--- src/rtl/ahb_sram_ctrl.sv ---
// AHB-Lite slave for a single-port synchronous SRAM: zero-wait reads, writes posted through a
// one-entry byte-masked buffer that forwards into reads of the same word.
module ahb_sram_ctrl #(
   parameter int unsigned AW    = 12,
   parameter int unsigned DEPTH = 3072
) (
   input  logic          HCLK,
   input  logic          HRESETn,
   input  logic          HSEL,
   input  logic [31:0]   HADDR,
   input  logic [1:0]    HTRANS,
   input  logic          HWRITE,
   input  logic [2:0]    HSIZE,
   input  logic [31:0]   HWDATA,
   input  logic          HREADY,
   output logic          HREADYOUT,
   output logic          HRESP,
   output logic [31:0]   HRDATA,
   input  logic [31:0]   SRAMRDATA,
   output logic [3:0]    SRAMWEN,
   output logic [31:0]   SRAMWDATA,
   output logic          SRAMCS0,
   output logic [AW-1:0] SRAMADDR
);

   typedef enum logic [2:0] {StIdle, StRead, StWrite, StErr1, StErr2} state_e;

   localparam logic [AW:0] DepthLim = DEPTH[AW:0];

   state_e        state_q, state_d;
   logic [AW-1:0] dp_addr_q, dp_addr_d;
   logic [3:0]    dp_mask_q, dp_mask_d;
   logic          wb_valid_q, wb_valid_d;
   logic [AW-1:0] wb_addr_q, wb_addr_d;
   logic [3:0]    wb_mask_q, wb_mask_d;
   logic [31:0]   wb_data_q, wb_data_d;

   logic [AW-1:0] haddr_word;
   logic [3:0]    hmask;
   logic          align_ok, range_ok, legal;
   logic          acc, rd_acc, wr_acc, ill_acc, rd_req;
   logic          stall, commit, wb_load;
   logic          unused_bits;

   assign unused_bits = ^{HADDR[31:AW+2], HTRANS[0]};

   assign haddr_word = HADDR[AW+1:2];
   assign range_ok   = {1'b0, haddr_word} < DepthLim;

   always_comb begin
      align_ok = 1'b0;
      hmask    = 4'b0000;
      case (HSIZE)
         3'd0: begin
            align_ok = 1'b1;
            hmask    = 4'b0001 << HADDR[1:0];
         end
         3'd1: begin
            align_ok = ~HADDR[0];
            hmask    = 4'b0011 << HADDR[1:0];
         end
         3'd2: begin
            align_ok = (HADDR[1:0] == 2'b00);
            hmask    = 4'b1111;
         end
         default: ;
      endcase
   end

   assign legal   = align_ok & range_ok;
   assign acc     = HSEL & HTRANS[1] & HREADY;
   assign rd_acc  = acc & legal & ~HWRITE;
   assign wr_acc  = acc & legal & HWRITE;
   assign ill_acc = acc & ~legal;

   // Read request without HREADY: HREADY echoes our own HREADYOUT during our data phase,
   // so using it here would close a combinational loop.
   assign rd_req  = HSEL & HTRANS[1] & legal & ~HWRITE;
   assign stall   = (state_q == StWrite) & wb_valid_q & rd_req;
   assign commit  = wb_valid_q & ~rd_acc;

   always_ff @(posedge HCLK or negedge HRESETn) begin
      if (!HRESETn) begin
         state_q    <= StIdle;
         dp_addr_q  <= '0;
         dp_mask_q  <= '0;
         wb_valid_q <= 1'b0;
         wb_addr_q  <= '0;
         wb_mask_q  <= '0;
         wb_data_q  <= '0;
      end else begin
         state_q    <= state_d;
         dp_addr_q  <= dp_addr_d;
         dp_mask_q  <= dp_mask_d;
         wb_valid_q <= wb_valid_d;
         wb_addr_q  <= wb_addr_d;
         wb_mask_q  <= wb_mask_d;
         wb_data_q  <= wb_data_d;
      end
   end

   always_comb begin
      state_d = state_q;
      if (state_q == StErr1) begin
         state_d = StErr2;
      end else if (HREADYOUT) begin
         if (rd_acc) begin
            state_d = StRead;
         end else if (wr_acc) begin
            state_d = StWrite;
         end else if (ill_acc) begin
            state_d = StErr1;
         end else begin
            state_d = StIdle;
         end
      end
   end

   always_comb begin
      HREADYOUT = 1'b1;
      HRESP     = 1'b0;
      wb_load   = 1'b0;
      case (state_q)
         StWrite: begin
            HREADYOUT = ~stall;
            wb_load   = ~stall;
         end
         StErr1: begin
            HREADYOUT = 1'b0;
            HRESP     = 1'b1;
         end
         StErr2:  HRESP = 1'b1;
         default: ;
      endcase
   end

   always_comb begin
      dp_addr_d  = dp_addr_q;
      dp_mask_d  = dp_mask_q;
      wb_valid_d = wb_valid_q;
      wb_addr_d  = wb_addr_q;
      wb_mask_d  = wb_mask_q;
      wb_data_d  = wb_data_q;
      if (acc & legal) begin
         dp_addr_d = haddr_word;
         dp_mask_d = hmask;
      end
      if (commit) begin
         wb_valid_d = 1'b0;
      end
      // A load in the same cycle as a commit replaces the departing entry.
      if (wb_load) begin
         wb_valid_d = 1'b1;
         wb_addr_d  = dp_addr_q;
         wb_mask_d  = dp_mask_q;
         wb_data_d  = HWDATA;
      end
   end

   always_comb begin
      HRDATA = SRAMRDATA;
      if ((state_q == StRead) && wb_valid_q && (wb_addr_q == dp_addr_q)) begin
         for (int i = 0; i < 4; i++) begin
            if (wb_mask_q[i]) begin
               HRDATA[8*i +: 8] = wb_data_q[8*i +: 8];
            end
         end
      end
   end

   always_comb begin
      SRAMCS0  = 1'b0;
      SRAMWEN  = 4'b0000;
      SRAMADDR = '0;
      if (rd_acc) begin
         SRAMCS0  = 1'b1;
         SRAMADDR = haddr_word;
      end else if (wb_valid_q) begin
         SRAMCS0  = 1'b1;
         SRAMWEN  = wb_mask_q;
         SRAMADDR = wb_addr_q;
      end
   end

   assign SRAMWDATA = wb_data_q;

endmodule

--- config.mk ---
export PLATFORM = sky130hd
export DESIGN_NAME = ahb_sram_ctrl
export DESIGN_NICKNAME = d
export VERILOG_FILES = /design/src/rtl/ahb_sram_ctrl.sv
export SDC_FILE = /design/constraint.sdc
export NUM_CORES = 1
export LEC_CHECK = 0
export BUFFER_PORTS_ARGS = -buffer_cell sky130_fd_sc_hd__buf_4
export CAP_MARGIN = 10
export CORE_ASPECT_RATIO = 1.75
export CORE_MARGIN = 4
export CORE_UTILIZATION = 40
export CTS_BUF_LIST = sky130_fd_sc_hd__clkbuf_4 sky130_fd_sc_hd__clkbuf_8
export DETAILED_ROUTE_END_ITERATION = 10
export PLACE_DENSITY = 0.83
export SKIP_CTS_REPAIR_TIMING = 1
export SLEW_MARGIN = 20
export SYNTH_ARGS = -nofsm -noshare
export SYNTH_HDL_FRONTEND = slang
export SYNTH_SLANG_ARGS = --single-unit
--- constraint.sdc ---
create_clock -name HCLK -period 2.61 [get_ports HCLK]
set_input_delay 0.1305 -clock HCLK [delete_from_list [all_inputs] [get_ports HCLK]]
set_output_delay 0.1305 -clock HCLK [all_outputs]
set_load 0.03 [all_outputs]
==> run metrics, run 1 <==
largest family of logic cells by synthesized area multiplexers; Synth Area in XOR/XNOR 2.98%; total grt overflow 0; Ys Warns 0; max_slew headroom 43.3%; Worst VDD drop 0.440 mV; sequential share of the synthesized area 48.3%; initial antenna violation count 0; Core Box Area 8610 sq um; CP Max Fanout 8; Worst R2R End wb_addr_q[8]$_DFFE_PN0P_; crit path time final 2440 ps; PwrDens 703 nW/um^2; fin util 59.6%; Post-Route WL 9640 um; DRC 0; via count 2881; Yosys top cell area share 48.3%; crit-path max cell delay 400 ps; root buffer cell clkbuf_8; Setup crit start kind flip-flop; Fin Hold WS 11.1 ps; CP Class flip-flop to output pin; Buf/Inv on CP 2; outcome finished, final reports clean; Compound-Gate Fraction of Synth Area 4.94%; max cap viols 0; Synth Area in Simple Gates 11.2%; post-synthesis cell count 281; # nets final 565; worst reg-to-reg path cell count 5; CP dominant cell by count buf_4; Starting Density 40.9%; drt wl/cell 16.6 um; Port-buffer cells 169; area grow syn2layout 45.8%; HP Class input pin to flip-flop; Critical R2R Launch state_q[2]$_DFFE_PN0P_; FF-to-FF setup slack 820 ps; CP delay by family, top simple AND/OR/NAND/NOR gates; Critical Path RT 2480 ps; Worst Setup End Kind output pin; I/O pin count 189; Core Rows 45; gpl congestion 0.849; final setup vio count 0; drt first pass iters 4; TritonCTS buffer count 9; RSZ-0062 raised after global routing no; post-route ant nets 0; CTS tree built; DP HPWL 7530 um; Netlist Area Pre-Place 3520 sq um; vias in the first global route 3170; layout cells sized above 1 63.1%; first-pass GRT wire length 15300 um; synthesized-area fraction occupied by adder cells 0%; Die ar. 10400 sq um; clock tree buffer depth 2; Setup Total Neg Slack 0 ps; CP cell instances xnor2_1, nand4_4, nor4_4, buf_4, mux2_2, buf_4; Arr. time, crit path 2310 ps; clk_skew 5.27 ps; slowest CP cell dfrtp_1; Clock Latency Late Sink 340 ps; syn avg cell area 12.5 sq um; Syn Nets 387; top area cells in the synthesized netlist dfrtp_1 (48%), mux2_2 (28%), nand2_1 (3.4%), xnor2_1 (3.0%), o21ai_0 (2.6%); CTS Sinks 68; Slew @ Worst Pin 850 ps; mux cell area share after synthesis 30.1%; final period utilization 93.5%; Iter 0 DRT Violations 41; Hold Path Depth 2; Via density 4.97; Hold Fails Final Rpt 0; largest net degree at the start of global routing 69; Total GRT Usage 18.8%; Hold Path End wb_valid_q$_DFFE_PN0P_; Worst Min Path Start HREADY; Die X 78.9 um; largest area contributor in the netlist dfrtp_1; number of H-tree levels 3; Leak 2.45 nW; diode count 0; Die H 132 um; clk slew on worst S/H paths 70 ps; Slew Viols, Final 0; Yosys cell types 29; f_max 410 MHz; #FFs+latches synth 68
==> worst max path at each step <==
stage / from / to / cells past startpoint / slack (ps)
5_1_grt: wb_addr_q[7]$_DFFE_PN0P_ / HRDATA[25] / 6 / 40
4_1_cts: wb_addr_q[1]$_DFFE_PN0P_ / HRDATA[25] / 6 / 70
3_5_place_dp: wb_addr_q[1]$_DFFE_PN0P_ / HRDATA[25] / 6 / 450
6_report: wb_addr_q[7]$_DFFE_PN0P_ / HRDATA[13] / 6 / 170
2_1_floorplan: state_q[2]$_DFFE_PN0P_ / HRDATA[0] / 4 / 630
3_3_place_gp: wb_addr_q[1]$_DFFE_PN0P_ / HRDATA[13] / 6 / 490
==> metal layers <==
layer,share of wire (%),GRT usage (%)
met1,35,19.0
met2,57,35.5
met3,5.0,3.76
met4,2.9,9.08
met5,0,0
==> registers in the layout, summed over array words and instances, names as in the netlist <==
name and cells:
wb_mask_q 4, wb_valid_q 1, SRAMWDATA 32, dp_mask_q 4, wb_addr_q 12, dp_addr_q 12
state_q 3
==> logic make-up after synthesis <==
kind of cell	Yosys count
AND/OR/NAND/NOR	65
multiplexers	94
AO/OA/AOI/OAI	28
XOR/XNOR	12
buffers and inverters	14
flip-flops	68
==> cell type report <==
cell class / count / area [sq um]
Clock inverter: 2 / 10.0
Fill cell: 744 / 3480
Tap cell: 117 / 146
Inverter: 3 / 11.3
Timing Repair Buffer: 178 / 1350
Clock buffer: 13 / 166
Sequential cell: 68 / 1700
Multi-Input combinational cell: 199 / 1750
==> Yosys cell counts <==
| cell type | count |
|---|---|
| clkbuf_1 | 6 |
| nor3_2 | 1 |
| nand4_1 | 1 |
| nor2_1 | 5 |
| inv_1 | 3 |
| nand3_1 | 5 |
| buf_6 | 5 |
| nor3_1 | 2 |
| and3_1 | 5 |
| nand2_1 | 32 |
| a21oi_1 | 5 |
| nand3_2 | 1 |
| nand2b_1 | 2 |
| nor4_4 | 4 |
| o2bb2ai_1 | 1 |
| o21ai_0 | 18 |
| o2111a_1 | 1 |
| nor2b_1 | 2 |
| mux2_1 | 5 |
| and4bb_1 | 1 |
| o31ai_4 | 1 |
| nor3b_1 | 1 |
| dfrtp_1 | 68 |
| or2_2 | 1 |
| nand4_2 | 2 |
| a21bo_2 | 1 |
| mux2_2 | 89 |
| o211ai_1 | 1 |
| xnor2_1 | 12 |
==> cells in the final DEF (no fill, tap or decap), types with 2 or more instances in the layout <==
| master | n |
|---|---|
| a21oi_1 | 5 |
| and3_1 | 5 |
| buf_4 | 176 |
| clkbuf_4 | 2 |
| clkbuf_8 | 11 |
| clkinv_2 | 2 |
| dfrtp_1 | 68 |
| inv_1 | 3 |
| mux2_1 | 5 |
| mux2_2 | 89 |
| nand2_1 | 32 |
| nand2b_1 | 2 |
| nand3_1 | 5 |
| nand4_4 | 2 |
| nor2_1 | 5 |
| nor2b_1 | 2 |
| nor3_1 | 2 |
| nor4_4 | 4 |
| o21ai_0 | 18 |
| xnor2_1 | 12 |
==> power by group <==
group,total [W],internal [W],switching (W)
registers,0.00153,0.00132,0.000215
logic,0.00130,0.000594,0.000703
clock network,0.000780,0.000410,0.000370
total,0.00361,0.00232,0.00129
==> stage by stage <==
stage               power (W)  std cells  setup slack (ps)  instance area (sq um)
global route          0.00379        580              36.6                   5130
finish                0.00361        580               171                   5130
CTS                   0.00362        579              65.2                   5110
detailed placement    0.00283        564               449                   4930
global placement      0.00278        564               494                   4930
floorplan             0.00231        281               626                   3520
Power figures use the tool's default switching activity.
==> inputs of run 2 (changes only) <==
--- a/config.mk
+++ b/config.mk
@@ -7,10 +7,8 @@
 export LEC_CHECK = 0
 export BUFFER_PORTS_ARGS = -buffer_cell sky130_fd_sc_hd__buf_4
 export CAP_MARGIN = 10
-export CORE_ASPECT_RATIO = 1.75
 export CORE_MARGIN = 4
 export CORE_UTILIZATION = 40
-export CTS_BUF_LIST = sky130_fd_sc_hd__clkbuf_4 sky130_fd_sc_hd__clkbuf_8
 export DETAILED_ROUTE_END_ITERATION = 10
 export PLACE_DENSITY = 0.83
 export SKIP_CTS_REPAIR_TIMING = 1
==> run 2 against run 1 <==
  * Design area shrank 0.51%
  * Non-clock buffer count increased by 1
  * Register-to-register slack got worse by 90 ps
  * Global-route usage down 1.6 points
  * Hold slack gained 8.7 ps
  * Critical path depth unchanged
  * Sequential power hardly changed
  * Clock skew increased by 1.6 ps
  * Sequential share of layout area is 0.17 points higher
==> run metrics, run 2 (synthesized netlist as in run 1, its figures left out) <==
CP delay by family, top simple AND/OR/NAND/NOR gates; drt wl/cell 16.1 um (-3.4%); DP Worst Slack 321 ps (-128 ps); Buf/Inv on CP 2 (unchanged); area grow syn2layout 45.0%; Die ar. 10400 sq um (-0.57%); PwrDens 699 nW/um^2 (-0.46%); first-pass GRT wire length 14000 um (-8.3%); Iter 0 DRT Violations 53 (+29%); Post-Route WL 9140 um (-5.2%); f_max 408 MHz (-0.39%); Total Power 0.00357 W (-0.97%); RSZ-0062 raised after global routing no; root buffer cell clkbuf_8; Placed Cells 551 (-2.3%); Starting Density 42.0% (+1.1 points); outcome finished, final reports clean; DP HPWL 6960 um (-7.6%); I/O pin count 189 (unchanged); gpl congestion 0.758 (-11%); clk slew on worst S/H paths 70 ps (about the same); Slew Viols, Final 0 (unchanged); max_slew headroom 42.5% (-0.80 points); Non-Filler Instances 569 (-1.9%); Final WS setup 161 ps (-9.54 ps); Fin Hold WS 19.8 ps (+8.70 ps); post-route ant nets 0 (unchanged); Arr. time, crit path 2320 ps (about the same); Hold Path Depth 2 (unchanged); Core Rows 33 (-27%); FF-to-FF setup slack 730 ps (-90 ps); fin util 60.9% (+1.3 points); worst reg-to-reg path cell count 5 (unchanged); diode count 0 (unchanged); final period utilization 93.8% (+0.37 points); Setup crit start kind flip-flop; largest net degree at the start of global routing 69 (unchanged); drt first pass iters 4 (unchanged); Worst R2R End SRAMWDATA[3]$_DFFE_PN0P_; commonest cells after routing, fill and taps aside buf_4 (177), mux2_2 (89), dfrtp_1 (68), nand2_1 (32), o21ai_0 (18); Slew @ Worst Pin 862 ps (+12.0 ps); max cap viols 0 (unchanged); Die X 102 um (+29%); final setup vio count 0 (unchanged); TritonCTS buffer count 9 (unchanged); via count 2850 (-1.1%); CP cell instances xnor2_1, nand4_2, nor4_4, buf_4, mux2_2, buf_4; clk_skew 6.83 ps (+1.56 ps); Die H 102 um (-23%); DRC 0 (unchanged); Hold Fails Final Rpt 0 (unchanged); vias in the first global route 2884 (-9.0%); clock tree buffer depth 2 (unchanged); Worst Setup End Kind output pin; Critical Path RT 2480 ps (about the same); Critical R2R Launch wb_valid_q$_DFFE_PN0P_; CP dominant cell by count buf_4; Hold Path End SRAMWDATA[6]$_DFFE_PN0P_; CTS tree built; Port-buffer cells 169 (unchanged); crit-path max cell delay 400 ps (about the same); CP Class flip-flop to output pin; total grt overflow 0 (unchanged); crit path time final 2450 ps (+9.54 ps); layout cells sized above 1 62.9% (-0.14 points); Worst VDD drop 0.365 mV (-17%); # nets final 566 (+0.18%); Via density 5.01 (+0.84%); Clock Latency Late Sink 340 ps (about the same); Core Box Area 8380 sq um (-2.7%); slowest CP cell dfrtp_1; Leak 2.44 nW (-0.38%); HP Class input pin to flip-flop; max reg flops 32 (unchanged); Total GRT Usage 17.2% (-1.6 points); CP Max Fanout 8 (unchanged); number of H-tree levels 3 (unchanged); initial antenna violation count 0 (unchanged); CTS Sinks 68 (unchanged); Worst Min Path Start HWDATA[6]; commonest non-fill, non-tap cell in the layout buf_4
[run 2: per-stage QoR]
stage / TNS, ps / instance area (sq um)
after CTS: -458 / 5070
after global routing: 0 / 5110
after floorplan: 0 / 3520
after detailed placement: 0 / 4900
final: 0 / 5110
after global placement: 0 / 4900
[run 2: worst max-delay path by stage]
stage,startpoint,to,depth (start not counted),slack (ps)
2_1_floorplan,state_q[2]$_DFFE_PN0P_,HRDATA[0],4,630
3_3_place_gp,state_q[2]$_DFFE_PN0P_,HRDATA[9],5,360
3_5_place_dp,state_q[2]$_DFFE_PN0P_,HRDATA[13],5,320
4_1_cts,state_q[2]$_DFFE_PN0P_,HRDATA[13],5,-60
5_1_grt,wb_addr_q[1]$_DFFE_PN0P_,HRDATA[17],6,4
6_report,wb_addr_q[1]$_DFFE_PN0P_,HRDATA[17],6,160
[run 2: cell type report]
type | instances | area (sq um)
clock buffers | 11 | 151
clock inverters | 4 | 25.0
fillers | 692 | 3270
inverters | 3 | 11.3
multi-input cells | 199 | 1740
flip-flops and latches | 68 | 1700
well taps | 105 | 131
repair buffers | 179 | 1350
[run 2: layer usage]
layer  up-vias  global-route usage (%)  routed length, um
met5         -                       0                  0
met1      1370                    20.0               3360
met2       104                    31.1               4930
li1       1365                       -                  -
met4         0                    5.75                120
met3        11                    4.03                721
[run 2: power breakdown]
group / internal (W) / switching [W]
clock network: 0.000388 / 0.000394
logic: 0.000588 / 0.000677
registers: 0.00132 / 0.000210
total: 0.00229 / 0.00128
